File: src/rtl/loss_input_stager.sv
`default_nettype none
// loss_input_stager: stages N serial FC scores plus a one-hot label for the loss stage,
// launches it and hands the loss back on valid/ready. Optional watchdog: LOSS_WATCHDOG_EN.
module loss_input_stager #(
   parameter int FC_OUTPUT_SIZE = 10,
   parameter int LABEL_W        = 4,
   parameter int LOSS_MIN_LAT   = 11,
   parameter int WDOG_CYCLES    = 1024
) (
   input  logic                      clk,
   input  logic                      rst,
   input  logic                      in_valid,
   output logic                      in_ready,
   input  logic [31:0]               in_data,
   input  logic [LABEL_W-1:0]        in_label,
   output logic [31:0]               predicted_probs [FC_OUTPUT_SIZE],
   output logic [FC_OUTPUT_SIZE-1:0] ground_truth,
   output logic                      loss_start,
   input  logic [31:0]               loss_in,
   input  logic                      loss_done,
   output logic [31:0]               loss_out,
   output logic                      loss_valid,
   input  logic                      loss_ready,
   output logic                      label_err,
   output logic                      timeout,
   output logic                      busy
);
   localparam int               CNT_W   = (FC_OUTPUT_SIZE > 1) ? $clog2(FC_OUTPUT_SIZE) : 1;
   localparam logic [CNT_W-1:0] LAST    = CNT_W'(FC_OUTPUT_SIZE - 1);
   localparam logic [31:0]      N_U     = 32'(FC_OUTPUT_SIZE);
   localparam logic [15:0]      MIN_LAT = 16'(LOSS_MIN_LAT);
`ifdef LOSS_WATCHDOG_EN
   localparam logic [15:0]      WDOG_LIM = 16'(WDOG_CYCLES);
`endif

   if ((1 << LABEL_W) < FC_OUTPUT_SIZE || WDOG_CYCLES < 1 || WDOG_CYCLES > 65535) begin : g_param_check
      $error("loss_input_stager: LABEL_W too narrow for FC_OUTPUT_SIZE or WDOG_CYCLES out of range");
   end

   typedef enum logic [1:0] {
      S_FILL   = 2'd0,
      S_LAUNCH = 2'd1,
      S_WAIT   = 2'd2,
      S_OUTPUT = 2'd3
   } state_t;

   state_t           state;
   logic [CNT_W-1:0] count;
   logic [15:0]      wcnt;
   logic             label_err_q;

   assign in_ready  = (state == S_FILL);
   assign busy      = (state != S_FILL) || (count != '0);
   assign label_err = label_err_q;

`ifndef LOSS_WATCHDOG_EN
   assign timeout = 1'b0;
`endif

   always_ff @(posedge clk or posedge rst) begin
      if (rst) begin
         state        <= S_FILL;
         count        <= '0;
         wcnt         <= '0;
         ground_truth <= '0;
         label_err_q  <= 1'b0;
         loss_start   <= 1'b0;
         loss_out     <= '0;
         loss_valid   <= 1'b0;
         for (int i = 0; i < FC_OUTPUT_SIZE; i++) predicted_probs[i] <= '0;
`ifdef LOSS_WATCHDOG_EN
         timeout      <= 1'b0;
`endif
      end else begin
         loss_start <= 1'b0;
         case (state)
            S_FILL: begin
               if (in_valid) begin
                  predicted_probs[count] <= in_data;
                  if (count == '0) begin
                     // Out-of-range class: no bit set, flagged with the result.
                     if (32'(in_label) < N_U) begin
                        ground_truth <= FC_OUTPUT_SIZE'(1) << in_label;
                        label_err_q  <= 1'b0;
                     end else begin
                        ground_truth <= '0;
                        label_err_q  <= 1'b1;
                     end
                  end
                  if (count == LAST) begin
                     count      <= '0;
                     loss_start <= 1'b1;
                     state      <= S_LAUNCH;
                  end else begin
                     count <= count + 1'b1;
                  end
               end
            end
            S_LAUNCH: begin
               wcnt  <= '0;
               state <= S_WAIT;
            end
            S_WAIT: begin
               if (wcnt != 16'hFFFF) wcnt <= wcnt + 16'd1;
               // loss_done is a level that may still be high from the previous sample.
               if (loss_done && (wcnt >= MIN_LAT)) begin
                  loss_out   <= loss_in;
                  loss_valid <= 1'b1;
                  state      <= S_OUTPUT;
               end
`ifdef LOSS_WATCHDOG_EN
               else if (wcnt >= WDOG_LIM) begin
                  loss_out   <= 32'hFFFF_FFFF;
                  timeout    <= 1'b1;
                  loss_valid <= 1'b1;
                  state      <= S_OUTPUT;
               end
`endif
            end
            S_OUTPUT: begin
               if (loss_ready) begin
                  loss_valid  <= 1'b0;
                  label_err_q <= 1'b0;
`ifdef LOSS_WATCHDOG_EN
                  timeout     <= 1'b0;
`endif
                  state       <= S_FILL;
               end
            end
            default: state <= S_FILL;
         endcase
      end
   end

endmodule
`default_nettype wire

File: config.mk
export PLATFORM = sky130hd
export DESIGN_NAME = loss_input_stager
export DESIGN_NICKNAME = d
export VERILOG_FILES = /design/src/rtl/loss_input_stager.sv
export SDC_FILE = /design/constraint.sdc
export NUM_CORES = 1
export LEC_CHECK = 0
export BUFFER_PORTS_ARGS = -buffer_cell sky130_fd_sc_hd__buf_4
export CAP_MARGIN = 5
export CORE_UTILIZATION = 45
export DETAILED_ROUTE_END_ITERATION = 10
export GPL_TIMING_DRIVEN = 0
export PLACE_DENSITY = 0.74
export SETUP_SLACK_MARGIN = 0.05
export SYNTH_ARGS = -nofsm -noshare
export SYNTH_HDL_FRONTEND = slang
export SYNTH_SLANG_ARGS = --single-unit
File: constraint.sdc
create_clock -name clk -period 10.81 [get_ports clk]
set_clock_uncertainty 0.1 [all_clocks]
set_input_delay 0.5405 -clock clk [delete_from_list [all_inputs] [get_ports clk]]
set_output_delay 0.5405 -clock clk [all_outputs]
set_load 0.02 [all_outputs]
==> results of run 1 <==
stage by stage:
step / area, sq um / cells / setup slack (ns)
detailed placement: 19100 / 1857 / 7.95
global placement: 18900 / 1848 / 2.82
global route: 20400 / 1929 / 7.78
floorplan: 15300 / 993 / 4.97
CTS: 20400 / 1929 / 7.93
finish: 20400 / 1929 / 7.96
how the worst max path moves through the flow:
stage | startpoint | end | cells past startpoint | slack (ns)
4_1_cts | state[0]$_DFFE_PP0P_ | predicted_probs[214]$_DFFE_PP0P_ | 6 | 7.93
2_1_floorplan | rst | count[0]$_DFFE_PP0P_ | 1 | 4.97
5_1_grt | state[0]$_DFFE_PP0P_ | predicted_probs[139]$_DFFE_PP0P_ | 8 | 7.78
6_report | state[0]$_DFFE_PP0P_ | predicted_probs[214]$_DFFE_PP0P_ | 6 | 7.96
3_5_place_dp | state[0]$_DFFE_PP0P_ | predicted_probs[213]$_DFFE_PP0P_ | 6 | 7.95
3_3_place_gp | rst | predicted_probs[141]$_DFFE_PP0P_ | 2 | 2.82
power by group:
part           switching, mW  internal (mW)  total [mW]
sequential             0.317           2.03        2.34
clock                  0.572          0.793        1.36
combinational           1.37           1.24        2.61
total                   2.26           4.06        6.32
logic make-up after synthesis:
kind of cell,after synthesis,synth area share
AO/OA/AOI/OAI,47,0.0214
XOR/XNOR,3,0.00172
adder cells (fa/ha/maj),5,0.00410
buffers and inverters,89,0.0285
flip-flops,387,0.634
multiplexers,362,0.273
other,1,0.000246
AND/OR/NAND/NOR,99,0.0366
layout by cell type, fill, tap and decap left out, types with 5 or more instances in the layout:
| master | instances |
|---|---|
| nor2_1 | 7 |
| ha_1 | 5 |
| mux2i_1 | 9 |
| nand3_1 | 8 |
| o21ai_0 | 13 |
| a21oi_1 | 7 |
| buf_12 | 9 |
| inv_1 | 8 |
| nand2_1 | 35 |
| buf_1 | 35 |
| o41ai_1 | 7 |
| clkinv_2 | 6 |
| mux2_4 | 29 |
| clkbuf_8 | 7 |
| buf_2 | 25 |
| dfrtp_1 | 387 |
| mux2_2 | 320 |
| clkbuf_16 | 41 |
| o31ai_1 | 6 |
| buf_4 | 415 |
| clkbuf_1 | 19 |
| nor4_1 | 5 |
state kept, by name, summed over array words and instances, names as in the netlist:
signal           flops
predicted_probs    320
wcnt                16
state                2
loss_start           1
loss_valid           1
ground_truth        10
count                4
label_err            1
loss_out            32
layer usage:
metal / GRT usage / up-vias / wire, um
met5: 0 / - / 0
met4: 0.0784 / 0 / 1180
met3: 0.0715 / 68 / 3340
met2: 0.386 / 372 / 19800
met1: 0.278 / 4989 / 16000
li1: - / 4431 / -
final cells by class:
type                    count  area share
multi-input cells         517       0.253
well taps                 448      0.0275
repair buffers            416       0.159
inverters                   9     0.00184
clock inverters            13     0.00670
clock buffers              59      0.0567
plain buffers              80      0.0197
flip-flops and latches    387       0.476
worst max-delay path, delay by kind of cell, from the launching register on:
kind | cells | cell delay (ns)
fa+ha+maj | 1 | 0.38
flops | 1 | 0.40
mux | 1 | 0.39
buf+inv | 2 | 0.58
simple gates | 2 | 0.88
==> results.tsv, run 1 <==
metric	value	unit
Synth area leaders	dfrtp_1 (63%), mux2_2 (24%), mux2_4 (2.9%)	
Cell Chain, Critical Path	inv_1 -> ha_1 -> nand3_2 -> nor4b_2 -> buf_2 -> mux2_2	
Pleak	10.4	nW
slowest cell on the critical path	nor4b_2	
# fillers	2609	
relative max-transition margin	0.384	
MaxCap Viol Count	0	
GPL Wtd Cong	0.794	
Seq/Total Area, Yosys	0.634	
Die X	186	um
Detail Placement HPWL	28.6	mm
Placeable Area	33400	sq um
Pre-Repair DR Iteration Count	4	
vias per cell	5.11	
dominant cell type by area after synthesis	dfrtp_1	
Worst setup EP type	register	
synth cell count leaders	dfrtp_1 (387), mux2_2 (320), buf_1 (35), nand2_1 (35), mux2_4 (29)	
number of global-route vias before repair	10100	
EDFF count, synth	0	
Worst Tran Pin Value	0.925	ns
f_max	0.351	GHz
Seq cells post-synth	387	
power after layout	6.32	mW
Post-CTS Resized	0	
TritonCTS Buffers	41	
layout cell share with drive strength beyond 1	0.594	
Post-Synthesis Net Count	1071	
first-pass GRT wire length	59.5	mm
drc violations	0	
Pins Over Slew Limit	0	
register area	9680	sq um
Root Buffer Master	clkbuf_16	
initial core utilization	0.457	
Initial DRC Count	337	
maximum vdd drop	0.226	mV
via count	9860	
Final period util	0.264	
clock buffer depth	3	
unrepaired setup endpoints after global routing	no	
die height	186	um
worst hold slack	0.0909	ns
wire length per cell	20.9	um
total gr overflow	0	
Port-buffer cells	407	
post-synth top area share	0.634	
TritonCTS clock tree	built	
CP arrival	3.16	ns
r2r setup slk	7.96	ns
Area growth, synth to finish	33.3	%
Post-DRT Antenna Nets	0	
Final setup viols	0	
initial antenna violation count	0	
Setup TNS	0	ns
FF-to-FF End	predicted_probs[214]$_DFFE_PP0P_	
All-Layer GR Usage	0.229	
required time worst endpoint	11.12	ns
setup bufs post-CTS	0	
drt total wl	40.3	mm
ys flop type	dfrtp_1	
Fin. Hold Viols	0	
# rows	67	
largest net degree at the start of global routing	45	
status	finished clean	
path type of the worst setup path	reg -> reg	
most common cell in the netlist	dfrtp_1	
syn avg cell area	15.4	sq um
asr flop ratio synth	1.00	
CP startpoint kind	register	
clk sinks	387	
die area	34700	sq um
Largest stage delay, worst path	0.64	ns
CTS H-tree depth	2	
Clock Latency Late Sink	0.54	ns
Power Density	310	nW/um^2
Worst-path clk slew	0.06	ns
Syn. warnings	0	
antenna cells	0	
Worst R2R Start	state[0]$_DFFE_PP0P_	
Cell Area, Synth	15300	sq um
# hold bufs at CTS	0	
post-layout util	0.609	
post-synth cell types	57	
Synth Instances	993	
I/O Pins	441	
# nets final	1530	
Tightest Hold Check Type	in -> async	
Worst Reg-to-Reg Cells	6	
crit-path max FO	10	
Multi-input gate area	5150	sq um
Period minus WS final	2.85	ns
No activity file was read; power rests on OpenSTA's default activity.
==> run 2, diff against run 1 <==
Clock period 10.81 ns to 2.5 ns, I/O delays scaled along.
==> results.tsv, run 2 (synthesized netlist as in run 1, its figures left out) <==
metric	value	unit
CP arrival	2.65	ns
Worst setup EP type	register	
clk sinks	387	
antenna cells	0	
Tightest Hold Check Type	in -> reg	
unrepaired setup endpoints after global routing	no	
All-Layer GR Usage	0.234	
drt total wl	41.2	mm
Die X	186	um
wire length per cell	20.9	um
Worst-path clk slew	0.06	ns
GPL Wtd Cong	0.794	
path type of the worst setup path	reg -> reg	
TritonCTS clock tree	built	
Pre-Repair DR Iteration Count	4	
TritonCTS Buffers	41	
Pleak	10.6	nW
Pins Over Slew Limit	0	
number of global-route vias before repair	10300	
most common cell after layout, fill and taps aside	buf_4	
largest net degree at the start of global routing	45	
drc violations	0	
max reg flops	320	
total gr overflow	0	
Port-buffer cells	407	
Largest regs	predicted_probs x320, loss_out x32, wcnt x16	
Multi-input gate area	5200	sq um
Post-Place Cell Area	19100	sq um
f_max	0.429	GHz
I/O Pins	441	
Period minus WS final	2.33	ns
# nets final	1570	
Clock Latency Late Sink	0.54	ns
most flop-heavy register	predicted_probs	
r2r setup slk	0.17	ns
CTS H-tree depth	2	
register area	9680	sq um
Power Density	1320	nW/um^2
maximum vdd drop	0.980	mV
Setup TNS	0	ns
Area growth, synth to finish	36.5	%
required time worst endpoint	2.81	ns
# fillers	2534	
# rows	67	
die height	186	um
CP startpoint kind	register	
Initial DRC Count	350	
layout cell share with drive strength beyond 1	0.584	
slowest cell on the critical path	dfrtp_1	
Final setup viols	0	
Final period util	0.933	
Root Buffer Master	clkbuf_16	
MaxCap Viol Count	0	
first-pass GRT wire length	60.8	mm
Worst Tran Pin Value	0.894	ns
initial core utilization	0.457	
status	finished clean	
Detail Placement HPWL	28.6	mm
vias per cell	5.10	
crit-path max FO	10	
Final Cell Area	20900	sq um
Fin. Hold Viols	0	
worst hold slack	0.0327	ns
Post-DRT Antenna Nets	0	
Cell Chain, Critical Path	inv_1 -> ha_4 -> and4bb_2 -> nor2b_1 -> clkbuf_2 -> buf_4 -> mux2_2	
die area	34700	sq um
via count	10000	
Placeable Area	33400	sq um
post-layout util	0.623	
initial antenna violation count	0	
Largest stage delay, worst path	0.40	ns
most frequent cells in the layout	buf_4 (426), dfrtp_1 (387), mux2_2 (320)	
relative max-transition margin	0.402	
clock buffer depth	3	
-- run 2: cell types whose count changed in the layout (fill, tap and decap cells not counted), sizes merged --
cell         before  now
dlygate4sd3       0   40
-- run 2: report_power, final --
group | internal (mW) | leakage (nW) | switching, mW
Combinational | 5.44 | 4.88 | 6.01
Sequential | 8.77 | 5.08 | 1.38
Clock | 3.43 | 0.638 | 2.48
Total | 17.6 | 10.6 | 9.87
-- run 2: per-layer routing --
| metal | routed length [um] | global-route usage | vias to the layer above |
|---|---|---|---|
| li1 | - | - | 4505 |
| met1 | 16400 | 0.282 | 5084 |
| met2 | 20200 | 0.395 | 384 |
| met3 | 3310 | 0.0744 | 75 |
| met4 | 1290 | 0.0810 | 0 |
| met5 | 0 | 0 | - |
-- run 2: layout make-up --
cell class | instances | area share
Sequential cell | 387 | 0.464
Multi-Input combinational cell | 517 | 0.249
Timing Repair Buffer | 457 | 0.175
Clock buffer | 59 | 0.0553
Tap cell | 448 | 0.0269
Buffer | 79 | 0.0209
Clock inverter | 13 | 0.00654
Inverter | 9 | 0.00180
-- run 2: final timing paths --
check	start	to	cells after the start
max in group asynchronous	rst	predicted_probs[271]$_DFFE_PP0P_	6
setup reg to reg	state[0]$_DFFE_PP0P_	predicted_probs[111]$_DFFE_PP0P_	7
hold reg to reg	ground_truth[5]$_DFFE_PP0P_	ground_truth[5]$_DFFE_PP0P_	2
hold / removal	in_data[23]	predicted_probs[151]$_DFFE_PP0P_	2
setup / recovery	state[0]$_DFFE_PP0P_	predicted_probs[111]$_DFFE_PP0P_	7
min in group asynchronous	rst	loss_out[31]$_DFFE_PP0P_	3
-- run 2: critical path, delay by kind of cell (launching register included) --
family	cells	cell delay [ns]
fa+ha+maj	1	0.23
buf+inv	3	0.62
simple gates	2	0.48
mux	1	0.36
flops	1	0.40
-- run 2: timing repair --
item	in CTS	in global routing
hold buffers	40	0
resized for setup	20	5
setup buffers	1	0
setup endpoints to repair	213	186
endpoints found under the hold margin	82	0
pin swaps	1	0
-- run 2: metrics by stage --
stage          setup slack (ns)  power (mW)  cells
6_report                  0.168        27.5   1969
4_1_cts                  0.0517        27.7   1969
3_3_place_gp              -5.08        21.3   1848
5_1_grt                  0.0578        28.8   1969
2_1_floorplan             -2.93        16.3    993
3_5_place_dp             -0.358        21.6   1857
==> run 3, diff against run 2 <==
Settings changed: CORE_ASPECT_RATIO set to 0.6.
==> results.tsv, run 3 (synthesized netlist as in run 1, its figures left out) <==
metric	value	unit
status	finished clean	
fin worst setup slack	0.146	ns
layout cell share with drive strength beyond 1	0.587	
total gr overflow	0	
most flop-heavy register	predicted_probs	
r2r setup slk	0.15	ns
via count	10100	
Fin. Hold Viols	0	
clk sinks	387	
Largest regs	predicted_probs x320, loss_out x32, wcnt x16	
Worst setup EP type	register	
DP Cell Count	1860	
maximum vdd drop	0.710	mV
Top Metal Used	met5	
die height	145	um
CP startpoint kind	register	
vias per cell	5.16	
All-Layer GR Usage	0.242	
number of global-route vias before repair	10500	
required time worst endpoint	2.81	ns
initial core utilization	0.464	
met2 WL	19.9	mm
hold_sp	in_data[13]	
Worst R2R Start	state[0]$_DFFE_PP0P_	
first-pass GRT wire length	63.4	mm
met3 wire length	3.39	mm
TritonCTS clock tree	built	
Post-DRT Antenna Nets	0	
die area	34700	sq um
Tightest Hold Check Type	in -> reg	
worst hold stages	2	
WP buf/inv	3	
Detail Placement HPWL	30.0	mm
GPL Wtd Cong	0.848	
Crit path depth	7	
Final period util	0.941	
most common cell after layout, fill and taps aside	buf_4	
worst hold slack	0.0276	ns
Pleak	10.6	nW
M1 WL	18.6	mm
most frequent cells in the layout	buf_4 (426), dfrtp_1 (387), mux2_2 (320)	
Worst Reg-to-Reg Cells	7	
Die X	240	um
Port-buffer cells	407	
Worst-path clk slew	0.06	ns
Cell Chain, Critical Path	inv_1 -> ha_4 -> and4bb_2 -> nor2b_1 -> clkbuf_2 -> buf_4 -> mux2_2	
Root Buffer Master	clkbuf_16	
pre-CTS worst setup slack	-0.577	ns
clock buffer depth	3	
TritonCTS Buffers	37	
max reg flops	320	
Placeable Area	32900	sq um
# nets final	1568	
non-filler instance count after layout	1964	
f_max	0.425	GHz
wire length per cell	21.9	um
crit-path max FO	10	
MaxCap Viol Count	0	
Power Density	1310	nW/um^2
register area	9680	sq um
CTS H-tree depth	2	
I/O Pins	441	
Period minus WS final	2.35	ns
Worst Tran Pin Value	0.723	ns
path type of the worst setup path	reg -> reg	
relative max-transition margin	0.518	
largest net degree at the start of global routing	45	
Multi-input gate area	5200	sq um
Initial DRC Count	417	
initial antenna violation count	3	
unrepaired setup endpoints after global routing	no	
Area growth, synth to finish	35.9	%
Final setup viols	0	
slowest cell on the critical path	dfrtp_1	
# rows	51	
Pins Over Slew Limit	0	
Largest stage delay, worst path	0.41	ns
# fillers	2493	
drc violations	0	
Hold Path End	predicted_probs[269]$_DFFE_PP0P_	
Clock Latency Late Sink	0.53	ns
CP arrival	2.66	ns
Pre-Repair DR Iteration Count	4	
drt total wl	42.9	mm
crit-path leading delay family	buffers and inverters	
FF-to-FF End	predicted_probs[96]$_DFFE_PP0P_	
## run 3: cell count changes in the layout (fill, tap and decap cells not counted), sizes merged
| cell | previous run | this run |
|---|---|---|
| clkinv | 8 | 11 |
| clkbuf | 67 | 57 |
| diode | 0 | 1 |
| buf | 488 | 489 |
| clkinvlp | 1 | 2 |
| bufinv | 2 | 0 |
| dlygate4sd3 | 40 | 41 |
| inv | 11 | 9 |
## run 3: power breakdown
group | switching, mW | internal [mW] | total (mW)
clock network | 2.42 | 3.06 | 5.47
logic | 6.08 | 5.43 | 11.5
registers | 1.40 | 8.76 | 10.2
total | 9.90 | 17.2 | 27.1
## run 3: repair_timing
action,CTS,global route
setup buffers,2,0
endpoints found under the setup margin,187,139
endpoints found under the hold margin,147,0
pin swaps,2,0
resized for setup,16,6
hold buffers,41,0
## run 3: layout make-up
cell class              count  share of cell area
flip-flops and latches    387               0.466
multi-input cells         517               0.250
repair buffers            460               0.177
clock buffers              49              0.0521
well taps                 450              0.0271
plain buffers              78              0.0203
clock inverters            13             0.00446
inverters                   9             0.00181
diodes                      1            0.000121
## run 3: worst max-delay path by stage
stage | slack (ns) | start | end
after floorplan | -2.93 | rst | count[0]$_DFFE_PP0P_
after global placement | -5.13 | rst | predicted_probs[144]$_DFFE_PP0P_
after detailed placement | -0.58 | state[0]$_DFFE_PP0P_ | predicted_probs[202]$_DFFE_PP0P_
after CTS | 0.05 | state[0]$_DFFE_PP0P_ | predicted_probs[300]$_DFFE_PP0P_
after global routing | 0.05 | state[0]$_DFFE_PP0P_ | predicted_probs[99]$_DFFE_PP0P_
final | 0.15 | state[0]$_DFFE_PP0P_ | predicted_probs[96]$_DFFE_PP0P_
## run 3: metrics by stage
step / util / setup TNS, ns / cell area [sq um] / power [mW]
after floorplan: - / -1133.50 / 15300 / 16.3
after global placement: 0.574 / -1988.99 / 18900 / 21.3
after detailed placement: 0.580 / -37.95 / 19100 / 21.7
after CTS: 0.630 / 0 / 20700 / 27.3
after global routing: 0.631 / 0 / 20800 / 28.4
final: 0.631 / 0 / 20800 / 27.1
## run 3: layer usage
layer | vias up | GRT usage
met1 | 5271 | 0.318
met4 | 2 | 0.0677
met2 | 321 | 0.389
met5 | - | 0
met3 | 67 | 0.0755
li1 | 4482 | -
